## src/rtl/trng_entropy_collector.sv

```systemverilog
// Entropy collector: packs the sample LSB into words, drops words tainted by the
// health test, buffers clean words in a small FWFT FIFO and handles total-failure alarms.
module trng_entropy_collector #(
  parameter int NBITS         = 8,
  parameter int WORD_W        = 32,
  parameter int FIFO_DEPTH    = 4,
  parameter int STARTUP_WORDS = 2
) (
  input  logic                          clk,
  input  logic                          rst,
  input  logic [NBITS-1:0]              samples,
  input  logic                          ht_error,
  input  logic                          ht_total_failure,
  output logic                          rd_valid,
  input  logic                          rd_ready,
  output logic [WORD_W-1:0]             rd_data,
  output logic [$clog2(FIFO_DEPTH):0]   fifo_level,
  output logic                          alarm,
  input  logic                          alarm_clr,
  output logic [15:0]                   drop_cnt
);

  localparam int AW = $clog2(FIFO_DEPTH);
  localparam int CW = $clog2(WORD_W);
  localparam int SW = $clog2(STARTUP_WORDS + 1) + 1;

  typedef enum logic [1:0] {ST_STARTUP, ST_COLLECT, ST_ALARM} state_t;

  state_t              r_state;
  state_t              w_state_next;
  logic [WORD_W-2:0]   r_sreg;
  logic [CW-1:0]       r_bit_cnt;
  logic                r_taint;
  logic [SW-1:0]       r_startup_cnt;
  logic [WORD_W-1:0]   r_mem [FIFO_DEPTH];
  logic [AW-1:0]       r_wr_ptr;
  logic [AW-1:0]       r_rd_ptr;
  logic [AW:0]         r_level;
  logic [15:0]         r_drop_cnt;

  logic                w_capture;
  logic                w_word_done;
  logic [WORD_W-1:0]   w_word;
  logic                w_tainted;
  logic                w_clean_done;
  logic                w_startup_last;
  logic                w_full;
  logic                w_rd_valid;
  logic                w_pop;
  logic                w_push;
  logic                w_drop;
  logic                w_unused_samples;

  assign w_unused_samples = ^samples;

  assign w_capture      = (r_state != ST_ALARM);
  assign w_word_done    = w_capture && (r_bit_cnt == CW'(WORD_W - 1));
  assign w_word         = {r_sreg, samples[0]};
  assign w_tainted      = r_taint | ht_error;
  assign w_clean_done   = w_word_done && !w_tainted && !ht_total_failure;
  assign w_startup_last = (r_state == ST_STARTUP) && w_clean_done &&
                          ((r_startup_cnt + 1'b1) == SW'(STARTUP_WORDS));
  assign w_full         = (r_level == (AW+1)'(FIFO_DEPTH));
  assign w_rd_valid     = (r_level != '0) && (r_state != ST_ALARM);
  // A total failure freezes the FIFO for that edge so the flush wins cleanly.
  assign w_pop          = w_rd_valid && rd_ready && !ht_total_failure;
  assign w_push         = w_clean_done && (r_state == ST_COLLECT) && (!w_full || w_pop);
  assign w_drop         = w_word_done && !ht_total_failure &&
                          (w_tainted || ((r_state == ST_COLLECT) && !w_push));

  always_ff @(posedge clk) begin
    if (rst) r_state <= ST_STARTUP;
    else     r_state <= w_state_next;
  end

  always_comb begin
    w_state_next = r_state;
    if (ht_total_failure) begin
      w_state_next = ST_ALARM;
    end else begin
      case (r_state)
        ST_STARTUP: if (w_startup_last) w_state_next = ST_COLLECT;
        ST_ALARM:   if (alarm_clr)      w_state_next = ST_STARTUP;
        default:    w_state_next = r_state;
      endcase
    end
  end

  always_ff @(posedge clk) begin
    if (rst || ht_total_failure) begin
      r_sreg        <= '0;
      r_bit_cnt     <= '0;
      r_taint       <= 1'b0;
      r_startup_cnt <= '0;
      r_wr_ptr      <= '0;
      r_rd_ptr      <= '0;
      r_level       <= '0;
    end else begin
      if (w_capture) begin
        r_sreg    <= w_word[WORD_W-2:0];
        r_bit_cnt <= w_word_done ? '0 : r_bit_cnt + 1'b1;
        r_taint   <= w_word_done ? 1'b0 : w_tainted;
      end
      if ((r_state == ST_STARTUP) && w_clean_done) r_startup_cnt <= r_startup_cnt + 1'b1;
      if (w_push) r_wr_ptr <= r_wr_ptr + 1'b1;
      if (w_pop)  r_rd_ptr <= r_rd_ptr + 1'b1;
      case ({w_push, w_pop})
        2'b10:   r_level <= r_level + 1'b1;
        2'b01:   r_level <= r_level - 1'b1;
        default: r_level <= r_level;
      endcase
    end
  end

  always_ff @(posedge clk) begin
    if (w_push && !rst) r_mem[r_wr_ptr] <= w_word;
  end

  // Drop count survives alarms; only a full reset clears it.
  always_ff @(posedge clk) begin
    if (rst)                                  r_drop_cnt <= '0;
    else if (w_drop && r_drop_cnt != 16'hFFFF) r_drop_cnt <= r_drop_cnt + 1'b1;
  end

  assign rd_valid   = w_rd_valid;
  assign rd_data    = w_rd_valid ? r_mem[r_rd_ptr] : '0;
  assign fifo_level = r_level;
  assign alarm      = (r_state == ST_ALARM);
  assign drop_cnt   = r_drop_cnt;

endmodule

```

## config.mk

```make
export PLATFORM = sky130hd
export DESIGN_NAME = trng_entropy_collector
export DESIGN_NICKNAME = d
export VERILOG_FILES = /design/src/rtl/trng_entropy_collector.sv
export SDC_FILE = /design/constraint.sdc
export NUM_CORES = 1
export LEC_CHECK = 0
export CORE_ASPECT_RATIO = 0.7
export CORE_UTILIZATION = 57
export DETAILED_ROUTE_END_ITERATION = 10
export PLACE_DENSITY = 0.78
export SLEW_MARGIN = 20
export SYNTH_ARGS = -nofsm -noshare
export SYNTH_HDL_FRONTEND = slang
export SYNTH_SLANG_ARGS = --single-unit
```

## constraint.sdc

```tcl
create_clock -name clk -period 4.2 [get_ports clk]
set_input_delay 0.84 -clock clk [delete_from_list [all_inputs] [get_ports clk]]
set_output_delay 0.84 -clock clk [all_outputs]
set_load 0.005 [all_outputs]
```

==> flow_summary.json, run 1 <==
{
  "yosys_warnings": 0,
  "startpoint_type": "register",
  "ys_ff_latch": 195,
  "syn_nets": 574,
  "wl_per_cell_um": 17.9,
  "ctsHoldBuffers": 0,
  "ys.flop_type": "edfxtp_1",
  "cts_tree": "yes",
  "r2r-start": "r_bit_cnt[0]",
  "endpoint_kind": "primary output",
  "yosysMostFrequentCell": "edfxtp_1",
  "p_leak_nw": 2.85,
  "ctsLongestPathBuffers": 2,
  "via_count": 4585,
  "cts.repair.resized": 0,
  "yosysTopAreaCellShare_pct": 49.5,
  "tightest_slew_ps": 790,
  "postCtsSetupBuffers": 0,
  "core_area_um2": 13200,
  "hp-start": "r_bit_cnt[4]",
  "gr-usage-all-layers_pct": 22.3,
  "grt-ovfl-total": 0,
  "cts_sinks": 195,
  "ant_nets": 0,
  "place_congestion": 0.816,
  "dp_hpwl_mm": 8.75,
  "start_util_pct": 58.7,
  "async_reset_ff_share_pct": 0,
  "r2r_slack_ps": 900,
  "worst_skew_pair.late_latency_ps": 430,
  "firstDrtPassIters": 5,
  "cp_max_fo": 16,
  "port_buffers": 59,
  "grt_max_degree": 42,
  "p_per_area_nw_per_um2": 397,
  "worstPathRequired_ps": 3360,
  "rsz0062_at_grt": "no",
  "die_h_um": 99.7,
  "die_area_um2": 14100,
  "synth.yosys.seq_area_share_pct": 66.8,
  "drt-vias-per-instance": 5.65,
  "cts_max_level": 4,
  "clk_pin_slew_ps": 80,
  "grt_pass1_wl_mm": 23.5,
  "maxCapViolations": 0,
  "netlist_area_um2": 7760,
  "syn_inst": 550,
  "slew_headroom_pct": 46.8,
  "status": "completed",
  "synth_cell_types": 50,
  "antenna_found_initial": 0,
  "synth.avg_cell_area_um2": 14.1,
  "ios": 67,
  "power_mw": 3.64,
  "min_period_ps": 3460,
  "min_period_over_period_pct": 82.5,
  "yosys.area.top_type": "edfxtp_1",
  "setup_viol": 0,
  "syn_to_final_growth_pct": 18.1,
  "grt_pass1_vias": 4510,
  "fin_skew_ps": 12.5,
  "die_x_um": 142,
  "ys_top_cells_by_count": "edfxtp_1, nand2_1, dfxtp_1",
  "rows": 35,
  "synth.area.top_cells": "edfxtp_1, dfxtp_1, mux4_2",
  "num_antenna_cells": 0,
  "hp-class": "reg -> reg",
  "nets": 637,
  "clock-root-buffer": "clkbuf_16",
  "layout-drive-gt1-share_pct": 15.2,
  "drt-initial-drc-count": 348,
  "worstPathArrival_ps": 2620,
  "finalSetupTns_ps": 0,
  "route.detailed.drc": 0,
  "fmax_mhz": 289,
  "peakVddDrop_v": 0.000281,
  "hold_violations": 0,
  "synth_edf_count": 128,
  "numCtsBuffers": 17,
  "totalWireLength_mm": 14.5,
  "crit_type": "reg -> out",
  "finalMaxSlewViolations": 0
}
worst max-delay path, cell delays in order (launching register included):
cell and delay [ps]:
dfxtp_2 700, buf_4 360, mux4_2 530, nor2b_1 140
clkdlybuf4s50_1 470
area by class of cell:
class,count,area (um^2)
Fill cell,863,4050
Clock inverter,15,144
Clock buffer,17,425
Tap cell,185,231
Inverter,8,30.0
Sequential cell,195,5190
Timing Repair Buffer,73,721
Multi-Input combinational cell,318,2430
flip-flops by register name, indices dropped and copies added (netlist names), named ones only:
| signal | count |
|---|---|
| r_mem | 128 |
| drop_cnt | 16 |
| r_startup_cnt | 3 |
| r_taint | 1 |
| r_rd_ptr | 2 |
| r_state | 2 |
| r_sreg | 31 |
| r_bit_cnt | 5 |
| fifo_level | 3 |
| r_wr_ptr | 2 |
metrics by stage:
| step | utilization [%] | std cells | area [um^2] | setup WS, ps | hold slack [ps] |
|---|---|---|---|---|---|
| after detailed placement | 65.0 | 779 | 8600 | 622 | 452 |
| after CTS | 69.3 | 811 | 9170 | 640 | 479 |
| after floorplan | - | 550 | 7760 | 831 | 436 |
| after global placement | 65.0 | 779 | 8600 | 709 | 443 |
| final | 69.3 | 811 | 9170 | 736 | 480 |
| after global routing | 69.3 | 811 | 9170 | 517 | 494 |
cell families after synthesis:
family / after synthesis / share of synthesized area [%]
xor+xnor: 18 / 2.03
buf+inv: 37 / 1.89
fa+ha+maj: 10 / 1.71
flops: 195 / 66.8
simple gates: 197 / 13.5
mux: 36 / 9.86
compound gates: 57 / 4.25
worst paths after layout:
| path | endpoint | cells after the start |
|---|---|---|
| setup / recovery | rd_data[20] | 4 |
| hold / removal | r_bit_cnt[4] | 2 |
| setup reg to reg | r_mem[2][24] | 9 |
| hold reg to reg | r_bit_cnt[4] | 2 |
routing by layer:
layer	vias up	routed length (um)	track usage (%)
li1	2156	-	-
met4	0	116	5.71
met5	-	0	0
met3	16	684	5.97
met1	2295	6660	30.2
met2	118	7080	36.1
cell usage in the layout, fill, tap and decap left out, types with 2 or more instances in the layout:
master / n
and3_1: 2
dfxtp_1: 66
a31o_2: 2
ha_1: 9
clkdlybuf4s50_1: 59
a31oi_1: 3
xor2_1: 3
nand3_1: 6
or2_2: 2
nor3b_2: 2
inv_6: 6
a211oi_1: 5
nor4_1: 5
nor4b_1: 3
and4_1: 3
a21oi_1: 41
mux2i_1: 2
nor4_2: 2
nor2b_1: 35
nand3b_1: 2
nor3_1: 7
buf_12: 2
mux4_2: 32
inv_1: 7
nor2_1: 28
nand2_1: 72
nand4_1: 7
inv_8: 2
clkinv_2: 3
buf_4: 12
nand2b_1: 6
xnor2_1: 15
clkinvlp_4: 2
o21ai_0: 3
edfxtp_1: 128
clkbuf_16: 17
and2_1: 5
report_power, final:
group	switching (mW)	internal [mW]	total, mW
Sequential	0.00295	2.02	2.02
Combinational	0.0364	0.0143	0.0507
Clock	0.732	0.835	1.57
Total	0.771	2.87	3.64
No activity file was read; power rests on OpenSTA's default activity.
==> inputs of run 2 (changes only) <==
--- a/config.mk
+++ b/config.mk
@@ -6,9 +6,9 @@
 export NUM_CORES = 1
 export LEC_CHECK = 0
 export CORE_ASPECT_RATIO = 0.7
-export CORE_UTILIZATION = 57
+export CORE_UTILIZATION = 52
 export DETAILED_ROUTE_END_ITERATION = 10
-export PLACE_DENSITY = 0.78
+export PLACE_DENSITY = 0.75
 export SLEW_MARGIN = 20
 export SYNTH_ARGS = -nofsm -noshare
 export SYNTH_HDL_FRONTEND = slang
==> constraint.sdc (replaced) <==
create_clock -name clk -period 2.9 [get_ports clk]
set_input_delay 0.58 -clock clk [delete_from_list [all_inputs] [get_ports clk]]
set_output_delay 0.58 -clock clk [all_outputs]
set_load 0.005 [all_outputs]
==> flow_summary.json, run 2 (synthesis results as in run 1) <==
{
  "status": "completed",
  "worstRegToRegCells": 9,
  "setup_viol": 0,
  "cp_max_fo": 14,
  "peakVddDrop_v": 0.000483,
  "min_to": "r_bit_cnt[4]",
  "worstPathArrival_ps": 2200,
  "place_congestion": 0.793,
  "ctsHoldBuffers": 0,
  "slew_headroom_pct": 62.2,
  "drt-vias-per-instance": 5.53,
  "finalMaxSlewViolations": 0,
  "p_seq_share_pct": 55.4,
  "rsz0062_at_grt": "no",
  "dp_hpwl_mm": 9.22,
  "drt-initial-drc-count": 251,
  "hold_violations": 0,
  "hp-class": "reg -> reg",
  "clock-root-buffer": "clkbuf_16",
  "core_area_um2": 14200,
  "grt_pass1_wl_mm": 24.3,
  "power.switching_mw": 1.18,
  "hold_depth": 2,
  "r2r_slack_ps": 130,
  "wl_met2_mm": 7.48,
  "maxCapViolations": 0,
  "via_count": 4614,
  "worst_skew_pair.late_latency_ps": 430,
  "die_area_um2": 15400,
  "die_h_um": 104,
  "worstPathRequired_ps": 2320,
  "clock_power_share_pct": 43.1,
  "p_per_area_nw_per_um2": 559,
  "syn_to_final_growth_pct": 21.8,
  "top_register": "r_mem",
  "wl_met3_um": 611,
  "fmax_mhz": 359,
  "layout-drive-gt1-share_pct": 18.5,
  "clk_pin_slew_ps": 70,
  "fin_cells": 834,
  "grt-ovfl-total": 0,
  "rows": 36,
  "ctsLongestPathBuffers": 2,
  "fin_skew_ps": 10.3,
  "gr-usage-all-layers_pct": 20.9,
  "netSwitchingFraction_pct": 22.3,
  "final_area_um2": 9460,
  "tightest_slew_ps": 562,
  "met1_length_mm": 7.10,
  "cts_max_level": 4,
  "antenna_found_initial": 0,
  "cts_tree": "yes",
  "num_antenna_cells": 0,
  "port_buffers": 59,
  "r2r-start": "r_bit_cnt[0]",
  "min_period_ps": 2780,
  "totalWireLength_mm": 15.3,
  "ant_nets": 0,
  "crit_type": "reg -> out",
  "nFillCells": 1019,
  "nets": 655,
  "layout_common_cells": "edfxtp_1, nand2_1, dfxtp_1",
  "die_x_um": 148,
  "start_util_pct": 54.6,
  "top_layer_used": "met4",
  "startpoint_type": "register",
  "endpoint_kind": "primary output",
  "final_common_cell": "edfxtp_1",
  "route.detailed.drc": 0,
  "min_period_over_period_pct": 96.0,
  "layout_setup_ws_ps": 117,
  "grt_pass1_vias": 4646,
  "wl_per_cell_um": 18.3,
  "ios": 67,
  "p_comb_share_pct": 1.5,
  "post-route-util_pct": 66.4,
  "intPower_mw": 4.10,
  "grt_max_degree": 42,
  "hp-start": "r_bit_cnt[4]",
  "finalSetupTns_ps": 0,
  "cts_sinks": 195,
  "firstDrtPassIters": 5,
  "regToRegEndpoint": "r_mem[1][5]",
  "pre_cts_ws_ps": -119,
  "p_leak_nw": 3.01,
  "placedCellCount": 800,
  "largest_register_ffs": 128,
  "dpl_cell_area_um2": 8810,
  "numCtsBuffers": 17
}
[run 2: cell type report]
class | count | area [um^2] | area share [%]
flip-flops and latches | 195 | 5190 | 54.9
multi-input cells | 318 | 2450 | 25.9
repair buffers | 91 | 966 | 10.2
clock buffers | 17 | 425 | 4.50
well taps | 190 | 238 | 2.51
clock inverters | 15 | 159 | 1.68
inverters | 8 | 30.0 | 0.318
[run 2: timing repair]
action / CTS / global route
setup endpoints to repair: 24 / 154
resized for setup: 1 / 6
gates cloned: 0 / 2
pin swaps: 0 / 1
hold endpoints to repair: 0 / 0
setup buffers: 0 / 0
[run 2: through the flow]
step / hold slack, ps / power (mW)
finish: 475 / 5.28
global route: 504 / 5.44
CTS: 477 / 5.32
detailed placement: 467 / 3.07
global placement: 443 / 3.07
floorplan: 436 / 3.04
[run 2: worst max-delay path by stage]
stage / startpoint / end / cells after the start
4_1_cts: r_state[0] / rd_data[26] / 6
2_1_floorplan: r_bit_cnt[0] / r_mem[0][0] / 9
5_1_grt: r_bit_cnt[0] / r_mem[3][29] / 9
6_report: r_state[0] / rd_data[26] / 6
3_3_place_gp: ht_total_failure / r_mem[0][21] / 7
3_5_place_dp: ht_total_failure / r_mem[0][25] / 7
[run 2: power groups by stage]
stage	clock network, mW	registers (mW)	logic [mW]
6_report	2.28	2.93	0.0790
3_3_place_gp	0	2.99	0.0773
4_1_cts	2.31	2.93	0.0791
5_1_grt	2.42	2.93	0.0858
2_1_floorplan	0	2.99	0.0440
3_5_place_dp	0	2.99	0.0786
[run 2: critical path, cell delays in order (launching register included)]
cell and delay [ps]:
dfxtp_2 390, nand2b_1 160, inv_2 40, or2_4 340, buf_4 210, nor2b_1 130
clkdlybuf4s50_1 510
[run 2: per-layer routing]
metal / global-route usage [%] / up-vias
li1: - / 2195
met4: 5.38 / 0
met1: 28.8 / 2315
met2: 33.7 / 95
met5: 0 / -
met3: 4.78 / 9
==> inputs of run 3 (changes only) <==
--- a/config.mk
+++ b/config.mk
@@ -6,10 +6,10 @@
 export NUM_CORES = 1
 export LEC_CHECK = 0
 export CORE_ASPECT_RATIO = 0.7
+export CORE_MARGIN = 2
 export CORE_UTILIZATION = 52
 export DETAILED_ROUTE_END_ITERATION = 10
 export PLACE_DENSITY = 0.75
-export SLEW_MARGIN = 20
 export SYNTH_ARGS = -nofsm -noshare
 export SYNTH_HDL_FRONTEND = slang
 export SYNTH_SLANG_ARGS = --single-unit
==> flow_summary.json, run 3 (synthesis results as in run 1) <==
{
  "grt_use_met1_pct": 28.1,
  "die_area_um2": 15900,
  "firstDrtPassIters": 5,
  "drt-vias-per-instance": 5.52,
  "start_util_pct": 53.1,
  "worst_skew_pair.late_latency_ps": 430,
  "nets": 648,
  "via_count": 4592,
  "die_x_um": 150,
  "grt_max_degree": 50,
  "num_antenna_cells": 0,
  "fin_skew_ps": 10.8,
  "totalWireLength_mm": 14.9,
  "numCtsBuffers": 17,
  "p_leak_nw": 2.99,
  "worstPathArrival_ps": 2960,
  "placedCellCount": 799,
  "layout-drive-gt1-share_pct": 18.5,
  "grt-ovfl-total": 0,
  "ctsLongestPathBuffers": 2,
  "crit_type": "reg -> reg",
  "layout_common_cells": "edfxtp_1, nand2_1, dfxtp_1",
  "p_per_area_nw_per_um2": 573,
  "tightest_slew_ps": 1080,
  "ios": 67,
  "route.detailed.drc": 0,
  "startpoint_type": "register",
  "worstPathRequired_ps": 3030,
  "rows": 37,
  "fin_cells": 832,
  "intPower_mw": 4.34,
  "netSwitchingFraction_pct": 19.9,
  "final_common_cell": "edfxtp_1",
  "drt-initial-drc-count": 248,
  "met2_usage_pct": 30.7,
  "slew_headroom_pct": 28.0,
  "cp_max_fo": 19,
  "peakVddDrop_v": 0.000477,
  "top_register": "r_mem",
  "whs_ps": 462,
  "critical_path_buf_inv_count": 1,
  "cts_sinks": 195,
  "ctsHoldBuffers": 0,
  "cp_top_family": "simple AND/OR/NAND/NOR gates",
  "status": "completed",
  "cpMaxStageDelayCell": "or4b_4",
  "largest_register_ffs": 128,
  "wl_per_cell_um": 17.9,
  "postCtsSetupBuffers": 0,
  "p_seq_share_pct": 54.1,
  "power_mw": 5.42,
  "endpoint_kind": "register",
  "clk_pin_slew_ps": 70,
  "path_common_cell": "ha_1",
  "top_usage_layer": "met2",
  "die_h_um": 106,
  "port_buffers": 59,
  "core_area_um2": 14600,
  "grtUsageMet3_pct": 4.76,
  "antenna_found_initial": 0,
  "hold_violations": 0,
  "slowest_delay_ps": 470,
  "dp_hpwl_mm": 8.82,
  "place_congestion": 0.817,
  "crit_chain": "ha_1, and3_1, ha_1, or4b_4, or3b_4, o21bai_4, nor2_2, and2_2, buf_12",
  "grt_pass1_vias": 4535,
  "grt_pass1_wl_mm": 23.6,
  "pre_cts_ws_ps": -180,
  "finalMaxSlewViolations": 0,
  "power.switching_mw": 1.08,
  "rsz0062_at_grt": "no",
  "ant_nets": 0,
  "fmax_mhz": 354,
  "p_comb_share_pct": 1.4,
  "clock-root-buffer": "clkbuf_16",
  "maxCapViolations": 0,
  "min_period_over_period_pct": 97.5,
  "min_period_ps": 2830,
  "layout_setup_ws_ps": 72.2,
  "nFillCells": 1045,
  "setup_viol": 0,
  "hp-class": "reg -> reg",
  "post-route-util_pct": 64.7,
  "clock_power_share_pct": 44.5,
  "cts_max_level": 4,
  "syn_to_final_growth_pct": 21.9,
  "gr-usage-all-layers_pct": 19.8,
  "cts_tree": "yes"
}
## run 3: cell count changes in the layout (fill, tap and decap cells not counted), moves of 2 or more
cell       delta
nor2b_2       +4
buf_4         -8
bufinv_16     +3
clkinv_8      -2
nor2b_1       -4
inv_8         -4
clkinv_2      +4
buf_12        +2
## run 3: repair_timing
action,CTS,global route
resized for setup,2,8
pin swaps,0,0
setup endpoints to repair,2,124
gates cloned,0,1
## run 3: per-layer routing
| layer | vias up | share of wire [%] |
|---|---|---|
| met1 | 2286 | 46 |
| li1 | 2166 | - |
| met4 | 0 | 0.86 |
| met2 | 127 | 48 |
| met5 | - | 0 |
| met3 | 13 | 4.9 |
## run 3: metrics by stage
| step | instance area [um^2] | setup TNS [ps] |
|---|---|---|
| 2_1_floorplan | 7770 | -17390 |
| 3_3_place_gp | 8790 | -13410 |
| 3_5_place_dp | 8790 | -20200 |
| 4_1_cts | 9420 | 0 |
| 5_1_grt | 9460 | 0 |
| 6_report | 9460 | 0 |
## run 3: final timing paths
path,start,end,slack [ps],depth (start not counted)
worst min-delay path,r_bit_cnt[4],r_bit_cnt[4],460,2
worst min register to register,r_bit_cnt[4],r_bit_cnt[4],460,2
worst max-delay path,r_bit_cnt[0],r_mem[3][18],70,9
worst max register to register,r_bit_cnt[0],r_mem[3][18],70,9
## run 3: final cells by class
class | count | area [um^2] | share of cell area (%)
clock buffers | 18 | 439 | 4.64
clock inverters | 14 | 180 | 1.90
inverters | 8 | 30.0 | 0.317
multi-input cells | 318 | 2460 | 26.0
flip-flops and latches | 195 | 5190 | 54.9
well taps | 195 | 244 | 2.58
repair buffers | 84 | 921 | 9.73
## run 3: worst reg2reg max path, delay by kind of cell (launching register included)
family	cells	cell delay, ps
simple gates	5	1420
flops	1	370
fa+ha+maj	2	350
compound gates	1	190
buf+inv	1	190
## run 3: power by group through the flow
stage	registers, mW	clock network [mW]	logic [mW]
finish	2.93	2.41	0.0758
global route	2.93	2.55	0.0819
floorplan	2.99	0	0.0440
CTS	2.93	2.45	0.0751
global placement	2.99	0	0.0726
detailed placement	2.99	0	0.0746
